--- config.mk ---
export PLATFORM = sky130hd
export DESIGN_NAME = muldiv_unit
export DESIGN_NICKNAME = d
export VERILOG_FILES = /design/src/rtl/muldiv_pkg.sv /design/src/rtl/muldiv_unit.sv
export SDC_FILE = /design/constraint.sdc
export NUM_CORES = 1
export LEC_CHECK = 0
export BUFFER_PORTS_ARGS = -buffer_cell sky130_fd_sc_hd__buf_2
export CORE_AREA = 2 2 253 155
export CTS_CLUSTER_DIAMETER = 30
export DETAILED_ROUTE_END_ITERATION = 8
export DIE_AREA = 0 0 255 157
export GPL_ROUTABILITY_DRIVEN = 0
export PLACE_DENSITY = 0.51
export SLEW_MARGIN = 0
export SYNTH_ARGS = -nofsm -noshare
export SYNTH_HDL_FRONTEND = slang
export SYNTH_SLANG_ARGS = --single-unit
--- constraint.sdc ---
create_clock -name clk -period 8.3 [get_ports clk]
set_clock_uncertainty 0.1 [all_clocks]
set_input_delay 1.66 -clock clk [delete_from_list [all_inputs] [get_ports clk]]
set_output_delay 1.66 -clock clk [all_outputs]
set_load 0.03 [all_outputs]
--- src/rtl/muldiv_pkg.sv ---
// -----------------------------------------------------------------------------
// muldiv_pkg
// Shared types and constants for the iterative RV32M multiply/divide unit.
//   op_e      : M-extension funct3 encoding (MUL..REMU)
//   state_e   : control FSM states (IDLE, CALC, FIN)
//   CNT_W     : iteration counter width, $clog2(XLEN)
//   DIV_BY_ZERO_Q / SIGNED_MIN : architectural special-case values
// -----------------------------------------------------------------------------
package muldiv_pkg;

  localparam int XLEN_DEF = 32;
  localparam int CNT_W    = $clog2(XLEN_DEF);

  typedef enum logic [2:0] {
    OP_MUL    = 3'd0,
    OP_MULH   = 3'd1,
    OP_MULHSU = 3'd2,
    OP_MULHU  = 3'd3,
    OP_DIV    = 3'd4,
    OP_DIVU   = 3'd5,
    OP_REM    = 3'd6,
    OP_REMU   = 3'd7
  } op_e;

  typedef enum logic [1:0] {
    IDLE = 2'd0,
    CALC = 2'd1,
    FIN  = 2'd2
  } state_e;

  localparam logic [XLEN_DEF-1:0] DIV_BY_ZERO_Q = '1;
  localparam logic [XLEN_DEF-1:0] SIGNED_MIN    = XLEN_DEF'(1) << (XLEN_DEF - 1);

endpackage

--- src/rtl/muldiv_unit.sv ---
// -----------------------------------------------------------------------------
// muldiv_unit
// Iterative RV32M multiply/divide unit. Radix-2 shift-add multiplier and
// restoring divider share one {hi, lo} shift datapath; one iteration per cycle.
// Sits between the register file read ports and its write port.
//
// Ports:
//   clk, rst          : clock, synchronous active-high reset
//   start             : request, sampled only in IDLE
//   funct3            : M-extension operation (see muldiv_pkg::op_e)
//   op_a, op_b        : rs1 / rs2 operands
//   rd_in             : destination register index
//   busy              : high from the cycle after accept until done
//   done              : one-cycle completion pulse
//   result            : result, held until the next completion
//   wb_we, wb_addr    : register file write enable / address
//
// Configuration macro MULDIV_EARLY_OUT_EN: when defined, a multiply with a zero
// operand completes one edge after acceptance instead of taking XLEN+1 edges.
// -----------------------------------------------------------------------------
module muldiv_unit
  import muldiv_pkg::*;
#(
  parameter int XLEN = XLEN_DEF
) (
  input  logic            clk,
  input  logic            rst,
  input  logic            start,
  input  logic [2:0]      funct3,
  input  logic [XLEN-1:0] op_a,
  input  logic [XLEN-1:0] op_b,
  input  logic [4:0]      rd_in,
  output logic            busy,
  output logic            done,
  output logic [XLEN-1:0] result,
  output logic            wb_we,
  output logic [4:0]      wb_addr
);

  // Control state
  state_e            state_q, state_d;
  logic              done_q, done_d;
  logic [XLEN-1:0]   result_q, result_d;
  logic [4:0]        wb_addr_q, wb_addr_d;

  // Datapath state
  logic [CNT_W-1:0]  cnt_q, cnt_d;
  op_e               op_q, op_d;
  logic [4:0]        rd_q, rd_d;
  logic              q_neg_q, q_neg_d;   // product / quotient needs negation
  logic              r_neg_q, r_neg_d;   // remainder needs negation
  logic [XLEN-1:0]   hi_q, hi_d;         // product high word / partial remainder
  logic [XLEN-1:0]   lo_q, lo_d;         // multiplier -> product low / dividend -> quotient
  logic [XLEN-1:0]   opb_q, opb_d;       // |multiplicand| or |divisor|

  // ---------------------------------------------------------------------------
  // Operand decode on the accepting edge
  // ---------------------------------------------------------------------------
  op_e             op_in;
  logic            is_div_in, a_signed_in, b_signed_in;
  logic            neg_a_in, neg_b_in;
  logic [XLEN-1:0] abs_a_in, abs_b_in;
  logic            div_zero_in, div_ovf_in, mul_zero_in;

  assign op_in       = op_e'(funct3);
  assign is_div_in   = funct3[2];
  assign a_signed_in = op_in inside {OP_MULH, OP_MULHSU, OP_DIV, OP_REM};
  assign b_signed_in = op_in inside {OP_MULH, OP_DIV, OP_REM};
  assign neg_a_in    = a_signed_in & op_a[XLEN-1];
  assign neg_b_in    = b_signed_in & op_b[XLEN-1];
  assign abs_a_in    = neg_a_in ? -op_a : op_a;
  assign abs_b_in    = neg_b_in ? -op_b : op_b;
  assign div_zero_in = is_div_in && (op_b == '0);
  assign div_ovf_in  = is_div_in && b_signed_in &&
                       (op_a == XLEN'(SIGNED_MIN)) && (op_b == '1);

`ifdef MULDIV_EARLY_OUT_EN
  assign mul_zero_in = !is_div_in && ((op_a == '0) || (op_b == '0));
`else
  assign mul_zero_in = 1'b0;
`endif

  // ---------------------------------------------------------------------------
  // One iteration of the shared shift datapath
  // ---------------------------------------------------------------------------
  logic [XLEN:0]   mul_sum;   // hi + multiplicand, with carry that shifts into hi
  logic [XLEN:0]   div_shift; // 33-bit partial remainder after the left shift
  logic            div_ge;
  logic [XLEN-1:0] div_diff;

  assign mul_sum   = {1'b0, hi_q} + (lo_q[0] ? {1'b0, opb_q} : '0);
  assign div_shift = {hi_q, lo_q[XLEN-1]};
  assign div_ge    = div_shift >= {1'b0, opb_q};
  // When div_ge holds the difference is below the divisor, so XLEN bits suffice.
  assign div_diff  = div_shift[XLEN-1:0] - opb_q;

  // ---------------------------------------------------------------------------
  // Final sign correction and result selection
  // ---------------------------------------------------------------------------
  logic [2*XLEN-1:0] prod_s;
  logic [XLEN-1:0]   quo_s, rem_s;

  assign prod_s = q_neg_q ? -{hi_q, lo_q} : {hi_q, lo_q};
  assign quo_s  = q_neg_q ? -lo_q : lo_q;
  assign rem_s  = r_neg_q ? -hi_q : hi_q;

  // ---------------------------------------------------------------------------
  // Next-state logic
  // ---------------------------------------------------------------------------
  always_comb begin
    // NOTE: every signal gets a default first so no path can infer a latch.
    state_d   = state_q;
    done_d    = 1'b0;
    result_d  = result_q;
    wb_addr_d = wb_addr_q;
    cnt_d     = cnt_q;
    op_d      = op_q;
    rd_d      = rd_q;
    q_neg_d   = q_neg_q;
    r_neg_d   = r_neg_q;
    hi_d      = hi_q;
    lo_d      = lo_q;
    opb_d     = opb_q;

    unique case (state_q)
      IDLE: begin
        if (start) begin
          op_d    = op_in;
          rd_d    = rd_in;
          q_neg_d = neg_a_in ^ neg_b_in;
          r_neg_d = neg_a_in;
          hi_d    = '0;
          lo_d    = abs_a_in;
          opb_d   = abs_b_in;
          cnt_d   = CNT_W'(XLEN - 1);
          state_d = CALC;
          // Special cases preload {hi, lo} so FIN's normal selection yields the
          // architectural answer with sign correction disabled.
          if (div_zero_in) begin
            hi_d    = op_a;
            lo_d    = XLEN'(DIV_BY_ZERO_Q);
            q_neg_d = 1'b0;
            r_neg_d = 1'b0;
            state_d = FIN;
          end else if (div_ovf_in) begin
            hi_d    = '0;
            lo_d    = XLEN'(SIGNED_MIN);
            q_neg_d = 1'b0;
            r_neg_d = 1'b0;
            state_d = FIN;
          end else if (mul_zero_in) begin
            hi_d    = '0;
            lo_d    = '0;
            q_neg_d = 1'b0;
            r_neg_d = 1'b0;
            state_d = FIN;
          end
        end
      end

      CALC: begin
        if (op_q[2]) begin
          hi_d = div_ge ? div_diff : div_shift[XLEN-1:0];
          lo_d = {lo_q[XLEN-2:0], div_ge};
        end else begin
          hi_d = mul_sum[XLEN:1];
          lo_d = {mul_sum[0], lo_q[XLEN-1:1]};
        end
        if (cnt_q == '0) begin
          state_d = FIN;
        end else begin
          cnt_d = cnt_q - 1'b1;
        end
      end

      FIN: begin
        done_d    = 1'b1;
        wb_addr_d = rd_q;
        state_d   = IDLE;
        unique case (op_q)
          OP_MUL:                       result_d = prod_s[XLEN-1:0];
          OP_MULH, OP_MULHSU, OP_MULHU: result_d = prod_s[2*XLEN-1:XLEN];
          OP_DIV, OP_DIVU:              result_d = quo_s;
          default:                      result_d = rem_s;
        endcase
      end

      default: state_d = IDLE;
    endcase
  end

  // ---------------------------------------------------------------------------
  // State registers
  // ---------------------------------------------------------------------------
  // NOTE: sequential state is updated with non-blocking assignments only, so
  // every register samples the pre-edge values regardless of statement order.
  always_ff @(posedge clk) begin
    if (rst) begin
      state_q   <= IDLE;
      done_q    <= 1'b0;
      result_q  <= '0;
      wb_addr_q <= '0;
    end else begin
      state_q   <= state_d;
      done_q    <= done_d;
      result_q  <= result_d;
      wb_addr_q <= wb_addr_d;
    end
  end

  // NOTE: datapath registers are deliberately not reset; they are always
  // loaded on the accepting edge before anything reads them.
  always_ff @(posedge clk) begin
    cnt_q   <= cnt_d;
    op_q    <= op_d;
    rd_q    <= rd_d;
    q_neg_q <= q_neg_d;
    r_neg_q <= r_neg_d;
    hi_q    <= hi_d;
    lo_q    <= lo_d;
    opb_q   <= opb_d;
  end

  assign busy    = (state_q != IDLE);
  assign done    = done_q;
  assign result  = result_q;
  assign wb_addr = wb_addr_q;
  assign wb_we   = done_q && (wb_addr_q != '0);

endmodule

## Word level (Yosys, flattened, before mapping)

Cells that the tools add are included.

- Register bits: 151
- Bits of input ports: 75
- Output and inout bits: 40
- Word-level logic and storage cells: 87

- $add $sub $neg: 8
- $lt $le $gt $ge: 1
- Equality and inequality tests: 16
- Mux-type cells: 26
- Bitwise operators: 3
- Reduce and logical (&&, ||, !) cells: 21

Operators with widths:

| kind | number |
|---|---|
| 32-bit 2-to-1 mux | 13 |
| 32-bit negator | 4 |
| 32-bit one-hot mux with 2 select lines | 2 |
| 32-bit one-hot mux with 3 select lines | 1 |
| 32-bit equality test (second input constant) | 2 |
| 64-bit 2-to-1 mux | 1 |
| 64-bit negator | 1 |
| 32-bit by 32-bit adder with 33-bit output | 1 |
| 33-bit by 32-bit greater-or-equal comparator with 1-bit output | 1 |
| 32-bit zero test | 1 |
| 32-bit subtractor | 1 |
| 3-bit equality test (second input constant) | 4 |
| 5-bit 2-to-1 mux | 2 |
| 5-bit one-hot mux with 2 select lines | 1 |
| 3-bit by 2-bit equality test with 1-bit output (second input constant) | 3 |
| 2-bit 2-to-1 mux | 4 |
| 3-bit by 1-bit equality test with 1-bit output (second input constant) | 2 |
| 2-bit != test (second input constant) | 3 |
| 2-bit AND reduction | 3 |
| 1-bit logical AND | 5 |
| 5-bit zero test | 1 |
| 5-bit nonzero test | 1 |
| 5-bit by 1-bit subtractor with 5-bit output (second input constant) | 1 |
| 2-bit one-hot mux with 2 select lines | 1 |
| 13 further kinds | 16 |

## Longest topological paths before layout

Gate-level depths: netlist of run 1.

- Depth after elaboration: 9
- Gate-level depth with buffers: 14
- Mapped depth without buffers: 13

## Least setup slack after synthesis of run 1

Ideal clock, no wire load.

- Kind: in2reg
- From: in start
- To: reg hi_q[0], enable pin
- Setup time: 0.486 ns
- Arrival time: 4.383 ns
- Data required time: 7.714 ns
- Slack: 3.330 ns
- Cell stages on the path: 2
- Path buffers: 0
- Cell sequence: nor2_1 > nor2_1

- Cells in the longest elaborated chain, start to end: 2

Ends and longest elaborated chain:

| element | RTL line | RTL |
|---|---|---|
| start, declared | muldiv_unit.sv:28 | `input logic start,` |
| 2-bit != test (no source line) | n/a |  |
| 2-bit AND reduction (no source line) | n/a |  |
| end signal, assigned | muldiv_unit.sv:219 | `hi_q <= hi_d;` |
| end, declared | muldiv_unit.sv:52 | `logic [XLEN-1:0] hi_q, hi_d;` |

No other way between the ends.
A chain may end at the register's enable or synchronous reset.

## Final worst setup path of run 1

- From: reg hi_q[25]
- To: reg hi_q[15], data pin

- Cells in the longest elaborated chain, start to end: 4

Ends and longest elaborated chain:

| element | RTL line | RTL |
|---|---|---|
| 33-bit by 32-bit greater-or-equal comparator with 1-bit output | muldiv_unit.sv:93 | `assign div_ge = div_shift >= {1'b0, opb_q};` |
| 32-bit 2-to-1 mux | muldiv_unit.sv:163 | `hi_d = div_ge ? div_diff : div_shift[XLEN-1:0];` |
| 32-bit 2-to-1 mux | muldiv_unit.sv:162 | `if (op_q[2]) begin` |
| 32-bit one-hot mux with 2 select lines | muldiv_unit.sv:125 | `unique case (state_q)` |
| named net hi_d[15] | muldiv_unit.sv:52 |  |

The timed path passes the listed nets, and every way through them passes these cells.

==> run summary, run 1 <==
STATUS
------------------------------------------------------------------------------
Result of the run                                                 finished clean

CELLS AND AREA
------------------------------------------------------------------------------
Synth-to-layout area growth                                              11.7%
Layout filler cell count                                                  3905
Final Instance Count excl. Fillers                                        2264
Most frequent cells in the layout                                 sky130_fd_sc_hd__nor2_1 (144), sky130_fd_sc_hd__a21oi_1 (130), sky130_fd_sc_hd__nand2_1 (124)
Net count of the finished layout                                          1883
Most common cell after layout, fill and taps aside                sky130_fd_sc_hd__nor2_1
Layout cells sized above 1                                               11.7%

SYNTHESIS
------------------------------------------------------------------------------
Ys Warns                                                                     0
Synth cell types                                                            74
Number of instances in the synthesized netlist                            1681
Register bit total from synthesis                                          151
Number of synthesized flops with an enable pin                             111
Cell types with the largest area share after synthesis            sky130_fd_sc_hd__edfxtp_1 (24%), sky130_fd_sc_hd__xnor2_1 (6.9%), sky130_fd_sc_hd__ha_1 (6.4%), sky130_fd_sc_hd__dfxtp_1 (5.8%), sky130_fd_sc_hd__xor2_1 (5.8%)
Area share of the largest cell type after synthesis                      24.1%
Post-Synthesis Net Count                                                  1829
Area leader, netlist                                              sky130_fd_sc_hd__edfxtp_1
Average cell area after synthesis                                    8.23 um^2
Sequential-to-total area share from yosys stat                           29.9%
Dominant synthesized flop cell                                    sky130_fd_sc_hd__edfxtp_1
Area of the mapped netlist                                          13800 um^2
Async set or reset register ratio after synthesis                           0%

CLOCKING
------------------------------------------------------------------------------
Buffer cell driving the clock tree root                           sky130_fd_sc_hd__clkbuf_16
Clock tree from TritonCTS                                                 done
CTS H-Tree Depth                                                             4
Maximum clock insertion buffer count                                         2
Worst skew pair latency                                                0.47 ns
Hold bufs inserted after CTS                                                 0
Post-CTS repair timing setup buffer count                                    0
TritonCTS Sinks                                                            151
Clock transition at the registers of the reported paths                0.07 ns
Clock buffer count from CTS                                                 17
Number of gates resized after CTS                                            0

ROUTE
------------------------------------------------------------------------------
Count of vias placed by the detailed router                              13700
Vias per std cell                                                         6.07
Count of nets left with antenna violations after detail routing              0
Final routed wire length divided by cell count                         23.0 um
DRC violation total after the first TritonRoute iteration                 1661
Final wirelength                                                      52200 um
TritonRoute pass-1 iters                                                     6
DRC violation count after routing                                            0

TIMING
------------------------------------------------------------------------------
Worst-margin pin slew                                                  1.24 ns
Final setup fails                                                            0
Final min period                                                       5.17 ns
Unrepaired setup endpoints after global routing                             no
Hold Violations, Final                                                       0
Upper clock frequency limit                                            194 MHz
Worst max-slew margin expressed relative to the limit                    17.3%
Setup TNS after final layout                                              0 ns
Final Cycle Share                                                        62.3%
Count of pins over their slew limit                                          0

DIE
------------------------------------------------------------------------------
Boundary Pins                                                              115
Vertical die dimension                                                  157 um
Placement Rows                                                              55
Die outline width                                                       255 um
Initial standard-cell utilization of the core                            36.9%
Die area                                                            40000 um^2
Area inside the core boundary                                       37500 um^2

JOB
------------------------------------------------------------------------------
Max-capacitance violation count                                              0

POWER
------------------------------------------------------------------------------
Worst voltage drop across the vdd grid                                0.113 mV
Standby leakage power                                                  5.92 nW
Power density cells                                                208 nW/um^2

CRITICAL PATH
------------------------------------------------------------------------------
Maximum cell stage delay along the critical path                       0.79 ns
Arrival time reported for the critical path endpoint                   5.28 ns
Type of the worst setup path                                           reg2reg
Dominant delay contributor by cell family on the critical path    simple AND/OR/NAND/NOR gates
CP Buf/Inv Count                                                             2
Critical path, cell by cell                                       ha_1 -> and3_1 -> nand3_1 -> nor4_1 -> nand3_1 -> a31oi_1 -> a2111oi_2 -> buf_4 -> nand2_1 -> buf_4 -> mux2_2 -> a221o_1
Type of element launching the critical path                           register
Crit path capture type                                                register
Highest fanout seen on the critical path                                    12
Required @ worst endpoint                                              8.41 ns
Slowest stage cell on the critical path                           sky130_fd_sc_hd__nor4_1
Setup slack of the most critical reg-to-reg path                       3.13 ns

GLOBAL ROUTING
------------------------------------------------------------------------------
First-pass GRT wire length                                            78500 um
Antenna violations before repair                                             0
Congestion Overflow GR                                                       0
Via count of the first global-routing pass                               12400
Total global-route track usage                                           26.2%
Maximum number of pins on one net before global-route repair                74

MIN PATH
------------------------------------------------------------------------------
Path category of the worst min-delay check                             reg2reg

PLACEMENT
------------------------------------------------------------------------------
IO buf count                                                               114
Post-DP HPWL                                                          40800 um
Placed Cells incl. Taps                                                   2229

## final cells by class
type	instances	area, um^2	share of cell area [%]
Inverter	61	229	1.48
Multi-Input combinational cell	1368	9100	58.9
Tap cell	513	642	4.16
Sequential cell	151	4130	26.8
Clock buffer	19	454	2.94
Antenna cell	3	7.51	0.0486
Timing Repair Buffer	136	736	4.76
Clock inverter	13	143	0.924
## Yosys cell counts (4+ instances only)
cell,number
sky130_fd_sc_hd__or3_1,27
sky130_fd_sc_hd__nand3b_1,6
sky130_fd_sc_hd__nand2b_1,11
sky130_fd_sc_hd__buf_1,4
sky130_fd_sc_hd__and2_1,7
sky130_fd_sc_hd__inv_1,61
sky130_fd_sc_hd__o22ai_1,37
sky130_fd_sc_hd__nand3_1,25
sky130_fd_sc_hd__o31ai_1,37
sky130_fd_sc_hd__xnor2_1,109
sky130_fd_sc_hd__a31oi_1,9
sky130_fd_sc_hd__nand4_1,27
sky130_fd_sc_hd__dfxtp_1,40
sky130_fd_sc_hd__buf_2,5
sky130_fd_sc_hd__a221oi_1,5
sky130_fd_sc_hd__o211ai_1,12
sky130_fd_sc_hd__nor4_1,15
sky130_fd_sc_hd__o221ai_1,17
sky130_fd_sc_hd__ha_1,71
sky130_fd_sc_hd__a211oi_1,44
sky130_fd_sc_hd__nor2_1,148
sky130_fd_sc_hd__or2_2,13
sky130_fd_sc_hd__o21ai_0,115
sky130_fd_sc_hd__nor2b_1,41
sky130_fd_sc_hd__mux2i_1,25
sky130_fd_sc_hd__edfxtp_1,111
sky130_fd_sc_hd__and3_1,9
sky130_fd_sc_hd__xor2_1,91
sky130_fd_sc_hd__o21a_1,15
sky130_fd_sc_hd__a22oi_1,26
sky130_fd_sc_hd__a311oi_1,4
sky130_fd_sc_hd__a21oi_1,130
sky130_fd_sc_hd__o21bai_1,12
sky130_fd_sc_hd__nor3_1,46
sky130_fd_sc_hd__a21o_1,21
sky130_fd_sc_hd__o211a_1,4
sky130_fd_sc_hd__clkbuf_1,91
sky130_fd_sc_hd__nand2_1,124
sky130_fd_sc_hd__or4_1,14
sky130_fd_sc_hd__o41ai_1,17
## metal layers
metal	track usage (%)	vias to the layer above	routed length, um
li1	-	6363	-
met1	42.4	6707	26600
met3	5.72	36	5390
met4	4.90	0	522
met2	34.4	634	19600
met5	0	-	0
## kinds of logic after synthesis
logic type / after synthesis / synth area share (%)
xor+xnor: 200 / 12.7
mux: 28 / 2.05
compound gates: 534 / 25.0
simple gates: 533 / 19.2
buf+inv: 162 / 4.50
flops: 151 / 29.9
fa+ha+maj: 73 / 6.71
## where the power goes
group / internal [mW] / leakage [nW] / total [mW] / switching, mW
Clock: 0.445 / 0.296 / 0.837 / 0.392
Sequential: 0.923 / 1.42 / 1.08 / 0.155
Combinational: 0.493 / 4.21 / 1.30 / 0.805
## path summary, 6_finish.rpt
path / endpoint / from / cells after the start
setup / recovery: hi_q[15] / hi_q[25] / 12
hold / removal: result[12] / result[12] / 2
setup reg to reg: hi_q[15] / hi_q[25] / 12
hold reg to reg: result[12] / result[12] / 2
## worst min-delay path, cell delays in order (launching register included)
cell	delay, ns
sky130_fd_sc_hd__dfxtp_1	0.31
sky130_fd_sc_hd__nand2_1	0.05
sky130_fd_sc_hd__a21oi_1	0.06
## through the flow
| stage | cell area [um^2] | util (%) | total power [mW] | setup slack [ns] | hold WS, ns |
|---|---|---|---|---|---|
| CTS | 15400 | 41.2 | 3.19 | 3.33 | 0.362 |
| detailed placement | 14800 | 39.6 | 2.35 | 3.18 | 0.352 |
| global route | 15400 | 41.2 | 3.38 | 3.09 | 0.387 |
| finish | 15400 | 41.2 | 3.21 | 3.13 | 0.362 |
| global placement | 14800 | 39.6 | 2.35 | 3.30 | 0.346 |
| floorplan | 13800 | - | 1.95 | 3.33 | 0.371 |
## sequential cells by signal, indices dropped and copies added (netlist names)
name,count
r_neg_q,1
done,1
opb_q,32
q_neg_q,1
rd_q,5
op_q,3
wb_addr,5
state_q,2
lo_q,32
result,32
cnt_q,5
hi_q,32
Note: power is estimated with default switching activity, not from simulation.
==> run 2, diff against run 1 <==
==> constraint.sdc (replaced) <==
create_clock -name clk -period 5.1 [get_ports clk]
set_clock_uncertainty 0.1 [all_clocks]
set_input_delay 1.02 -clock clk [delete_from_list [all_inputs] [get_ports clk]]
set_output_delay 1.02 -clock clk [all_outputs]
set_load 0.03 [all_outputs]
==> run summary, run 2 (synthesized netlist as in run 1, its figures left out) <==
CLOCKING
------------------------------------------------------------------------------
Clock buffer count from CTS                                                 17
Worst skew pair latency                                                0.47 ns
Buffer cell driving the clock tree root                           sky130_fd_sc_hd__clkbuf_16
Clock transition at the registers of the reported paths                0.08 ns
TritonCTS Sinks                                                            151
Post-CTS repair timing setup buffer count                                    0
CTS H-Tree Depth                                                             4
Number of gates resized after CTS                                            0
Maximum clock insertion buffer count                                         2
Hold bufs inserted after CTS                                                 0
Clock tree from TritonCTS                                                 done

TIMING
------------------------------------------------------------------------------
Worst hold slack                                                      0.353 ns
Worst max-slew margin expressed relative to the limit                    20.5%
Worst-margin pin slew                                                  1.19 ns
Count of pins over their slew limit                                          0
Final Cycle Share                                                        86.7%
Unrepaired setup endpoints after global routing                             no
Hold Violations, Final                                                       0
Final WS setup                                                        0.677 ns
Final setup fails                                                            0
Upper clock frequency limit                                            226 MHz
Final min period                                                       4.42 ns
Setup TNS after final layout                                              0 ns

ROUTE
------------------------------------------------------------------------------
DRC violation total after the first TritonRoute iteration                 1570
Final routed wire length divided by cell count                         23.0 um
DRC violation count after routing                                            0
Count of nets left with antenna violations after detail routing              0
Count of vias placed by the detailed router                              13700
Vias per std cell                                                         6.02
Final wirelength                                                      52400 um
TritonRoute pass-1 iters                                                     5

CELLS AND AREA
------------------------------------------------------------------------------
Most frequent cells in the layout                                 sky130_fd_sc_hd__nor2_1 (144), sky130_fd_sc_hd__a21oi_1 (130), sky130_fd_sc_hd__nand2_1 (124)
Synth-to-layout area growth                                              12.6%
Area of all sequential standard cells                                4130 um^2
Most common cell after layout, fill and taps aside                sky130_fd_sc_hd__nor2_1
Multi-input logic area                                               9100 um^2
Ant. Diodes                                                                  0
Layout cells sized above 1                                               12.6%
Layout filler cell count                                                  3808
Net count of the finished layout                                          1900
Design Area, Final                                                  15600 um^2

CRITICAL PATH
------------------------------------------------------------------------------
Highest fanout seen on the critical path                                    22
Total number of cells along the worst setup path                            13
Required @ worst endpoint                                              5.23 ns
Critical path, cell by cell                                       inv_1 -> buf_4 -> nor2_1 -> ha_1 -> a21oi_1 -> o21ai_0 -> a21bo_2 -> a211o_1 -> a21oi_1 -> o21ai_0 -> a311oi_1 -> xnor2_1 -> a21o_1
Maximum cell stage delay along the critical path                       0.52 ns
Setup slack of the most critical reg-to-reg path                       0.68 ns
Type of the worst setup path                                           reg2reg
Startpoint of the worst setup timing path                              lo_q[0]
Slowest stage cell on the critical path                           sky130_fd_sc_hd__edfxtp_1
Last element of the critical path                                     hi_q[27]
CP Buf/Inv Count                                                             2
Type of element launching the critical path                           register
Arrival time reported for the critical path endpoint                   4.56 ns
Dominant delay contributor by cell family on the critical path    compound AO/OA/AOI/OAI gates
Number of cells on the worst reg-to-reg path                                13
Critical R2R Launch                                                    lo_q[0]
Crit path capture type                                                register
Reg-to-Reg End                                                        hi_q[27]

PLACEMENT
------------------------------------------------------------------------------
IO buf count                                                               114
Placed Area                                                         15000 um^2
Post-DP HPWL                                                          41200 um
Post-place setup slack                                                0.780 ns

POWER
------------------------------------------------------------------------------
Standby leakage power                                                  6.01 nW
Worst voltage drop across the vdd grid                                0.216 mV
Overall power consumption                                              5.25 mW
Power density cells                                                337 nW/um^2

GLOBAL ROUTING
------------------------------------------------------------------------------
Total global-route track usage                                           26.3%
Congestion Overflow GR                                                       0
First-pass GRT wire length                                            78900 um
Maximum number of pins on one net before global-route repair                65
Via count of the first global-routing pass                               12400
Antenna violations before repair                                             0

DIE
------------------------------------------------------------------------------
Die area                                                            40000 um^2
Boundary Pins                                                              115
Die outline width                                                       255 um
Placement Rows                                                              55
Vertical die dimension                                                  157 um
Initial standard-cell utilization of the core                            36.9%
Area inside the core boundary                                       37500 um^2

MIN PATH
------------------------------------------------------------------------------
Path category of the worst min-delay check                             reg2reg
Cell depth of the worst min-delay path                                       2

JOB
------------------------------------------------------------------------------
Max-capacitance violation count                                              0

STATUS
------------------------------------------------------------------------------
Result of the run                                                 finished clean

==> run 2: cell types whose count changed in the layout (fill, tap and decap cells not counted) <==
| cell | change |
|---|---|
| sky130_fd_sc_hd__buf_4 | +17 |
| sky130_fd_sc_hd__inv_6 | -6 |
| sky130_fd_sc_hd__clkinv_8 | +4 |
| sky130_fd_sc_hd__inv_8 | +4 |
| sky130_fd_sc_hd__diode_2 | -3 |
| sky130_fd_sc_hd__bufinv_16 | -1 |
| sky130_fd_sc_hd__clkbuf_1 | -1 |
| sky130_fd_sc_hd__clkbuf_16 | -1 |
| sky130_fd_sc_hd__clkinv_4 | +1 |
==> run 2: per-stage QoR <==
stage | cells | utilization (%)
after detailed placement | 2246 | 39.9
after floorplan | 1681 | -
after global routing | 2278 | 41.5
final | 2278 | 41.5
after CTS | 2278 | 41.5
after global placement | 2246 | 39.9
==> run 2: tightest hold or removal path: stages, from the launching register on <==
cell	delay (ns)
sky130_fd_sc_hd__dfxtp_1	0.31
sky130_fd_sc_hd__nand2_1	0.05
sky130_fd_sc_hd__a21oi_1	0.05
==> run 2: area by class of cell <==
| cell class | instances | area share, % |
|---|---|---|
| clock buffers | 17 | 2.73 |
| inverters | 61 | 1.47 |
| repair buffers | 153 | 5.54 |
| well taps | 513 | 4.12 |
| multi-input cells | 1368 | 58.4 |
| clock inverters | 15 | 1.15 |
| flip-flops and latches | 151 | 26.5 |
==> run 2: power by group <==
part / total (mW) / internal (mW) / leakage (nW) / switching [mW]
registers: 1.71 / 1.50 / 1.42 / 0.214
clock network: 1.35 / 0.666 / 0.297 / 0.682
logic: 2.19 / 0.824 / 4.30 / 1.36
==> run 2: layer usage <==
| layer | share of wire (%) | up-vias | global-route usage [%] |
|---|---|---|---|
| met5 | 0 | - | 0 |
| li1 | - | 6404 | - |
| met1 | 51 | 6605 | 42.7 |
| met4 | 1.7 | 0 | 6.13 |
| met2 | 37 | 661 | 33.4 |
| met3 | 10 | 54 | 6.30 |
==> run 2: how the worst min path moves through the flow <==
stage                from         end  slack, ns
2_1_floorplan     rd_q[0]  wb_addr[0]       0.37
3_3_place_gp   result[24]  result[24]       0.34
3_5_place_dp   result[24]  result[24]       0.34
4_1_cts        result[24]  result[24]       0.36
5_1_grt        result[24]  result[24]       0.39
6_report       result[24]  result[24]       0.35
==> run 3, diff against run 2 <==
--- a/config.mk
+++ b/config.mk
@@ -11,7 +11,6 @@
 export DETAILED_ROUTE_END_ITERATION = 8
 export DIE_AREA = 0 0 255 157
 export GPL_ROUTABILITY_DRIVEN = 0
-export PLACE_DENSITY = 0.51
 export SLEW_MARGIN = 0
 export SYNTH_ARGS = -nofsm -noshare
 export SYNTH_HDL_FRONTEND = slang
==> run summary, run 3 (synthesized netlist as in run 1, its figures left out) <==
CRITICAL PATH
------------------------------------------------------------------------------
Crit path capture type                                                register
Type of the worst setup path                                           reg2reg
Required @ worst endpoint                                              5.14 ns
Type of element launching the critical path                           register
Highest fanout seen on the critical path                                    15
Arrival time reported for the critical path endpoint                   4.51 ns

ROUTE
------------------------------------------------------------------------------
DRC violation total after the first TritonRoute iteration                 1935
Count of nets left with antenna violations after detail routing              0
Final routed wire length divided by cell count                         22.7 um
TritonRoute pass-1 iters                                                     6
Final wirelength                                                      51500 um
Count of vias placed by the detailed router                              14000
Vias per std cell                                                         6.16
DRC violation count after routing                                            0

DIE
------------------------------------------------------------------------------
Die area                                                            40000 um^2
Die outline width                                                       255 um
Initial standard-cell utilization of the core                            36.9%
Area inside the core boundary                                       37500 um^2
Boundary Pins                                                              115
Vertical die dimension                                                  157 um
Placement Rows                                                              55

TIMING
------------------------------------------------------------------------------
Unrepaired setup endpoints after global routing                             no
Final setup fails                                                            0
Final min period                                                       4.47 ns
Upper clock frequency limit                                            224 MHz
Setup TNS after final layout                                              0 ns
Worst-margin pin slew                                                  1.19 ns
Count of pins over their slew limit                                          0
Hold Violations, Final                                                       0
Final Cycle Share                                                        87.7%
Worst max-slew margin expressed relative to the limit                    20.8%
Worst hold slack                                                      0.357 ns
Final WS setup                                                        0.626 ns

CELLS AND AREA
------------------------------------------------------------------------------
Final Core Density                                                       41.4%
Most common cell after layout, fill and taps aside                sky130_fd_sc_hd__nor2_1
Layout cells sized above 1                                               12.3%
Area of all sequential standard cells                                4130 um^2
Layout filler cell count                                                  3779
Multi-input logic area                                               9100 um^2
Most frequent cells in the layout                                 sky130_fd_sc_hd__nor2_1 (144), sky130_fd_sc_hd__a21oi_1 (130), sky130_fd_sc_hd__nand2_1 (124)
Ant. Diodes                                                                  0
Synth-to-layout area growth                                              12.3%
Net count of the finished layout                                          1894

MIN PATH
------------------------------------------------------------------------------
Path category of the worst min-delay check                             reg2reg

JOB
------------------------------------------------------------------------------
Max-capacitance violation count                                              0

GLOBAL ROUTING
------------------------------------------------------------------------------
First-pass GRT wire length                                            77700 um
Via count of the first global-routing pass                               12600
Congestion Overflow GR                                                       0
Antenna violations before repair                                             0
Total global-route track usage                                           25.6%
Maximum number of pins on one net before global-route repair                65

CLOCKING
------------------------------------------------------------------------------
Worst skew pair latency                                                0.46 ns
Maximum clock insertion buffer count                                         2
Clock transition at the registers of the reported paths                0.07 ns
Clock tree from TritonCTS                                                 done
Number of gates resized after CTS                                            0
Clock buffer count from CTS                                                 17
CTS H-Tree Depth                                                             4
Hold bufs inserted after CTS                                                 0
Buffer cell driving the clock tree root                           sky130_fd_sc_hd__clkbuf_16
TritonCTS Sinks                                                            151
Post-CTS repair timing setup buffer count                                    0

STATUS
------------------------------------------------------------------------------
Result of the run                                                 finished clean

POWER
------------------------------------------------------------------------------
Standby leakage power                                                  5.98 nW
Power density cells                                                335 nW/um^2
Overall power consumption                                              5.21 mW
Worst voltage drop across the vdd grid                                0.199 mV

PLACEMENT
------------------------------------------------------------------------------
Post-place setup slack                                                0.790 ns
Post-DP HPWL                                                          39900 um
IO buf count                                                               114

## run 3: final timing paths
path | endpoint | start | cells after the start | slack (ns)
worst min-delay path | result[12] | result[12] | 2 | 0.36
worst max-delay path | hi_q[9] | hi_q[13] | 12 | 0.63
worst min register to register | result[12] | result[12] | 2 | 0.36
worst max register to register | hi_q[9] | hi_q[13] | 12 | 0.63
## run 3: where the power goes
group | total [mW] | internal [mW] | switching (mW)
Sequential | 1.76 | 1.50 | 0.255
Combinational | 2.12 | 0.809 | 1.31
Clock | 1.33 | 0.742 | 0.589
Total | 5.21 | 3.05 | 2.15
## run 3: area by class of cell
class / count / share of cell area, %
Timing Repair Buffer: 147 / 5.27
Sequential cell: 151 / 26.6
Tap cell: 513 / 4.13
Inverter: 61 / 1.47
Clock buffer: 22 / 3.40
Multi-Input combinational cell: 1368 / 58.6
Clock inverter: 10 / 0.492
## run 3: critical path, stage by stage, from the launching register on
cell and delay, ns:
sky130_fd_sc_hd__edfxtp_1 0.56, sky130_fd_sc_hd__ha_1 0.51, sky130_fd_sc_hd__nand4_1 0.18, sky130_fd_sc_hd__or2_2 0.36
sky130_fd_sc_hd__nor2_1 0.38, sky130_fd_sc_hd__nand3_1 0.33, sky130_fd_sc_hd__a31oi_1 0.35, sky130_fd_sc_hd__a2111oi_2 0.09
sky130_fd_sc_hd__buf_4 0.20, sky130_fd_sc_hd__nand2_1 0.29, sky130_fd_sc_hd__buf_4 0.37, sky130_fd_sc_hd__mux2i_1 0.24
sky130_fd_sc_hd__o21ai_0 0.17
## run 3: metrics by stage
step	cell area, um^2	std cells
3_3_place_gp	14900	2240
2_1_floorplan	13800	1681
3_5_place_dp	14900	2240
6_report	15500	2272
5_1_grt	15500	2272
4_1_cts	15500	2272
## run 3: per-layer routing
layer | up-vias | share of wire [%] | global-route usage, % | wire length, um
met5 | - | 0 | 0 | 0
met3 | 59 | 13 | 8.76 | 6830
met2 | 821 | 39 | 33.9 | 19800
met1 | 6740 | 47 | 39.0 | 24000
met4 | 0 | 1.6 | 5.71 | 849
li1 | 6377 | - | - | -
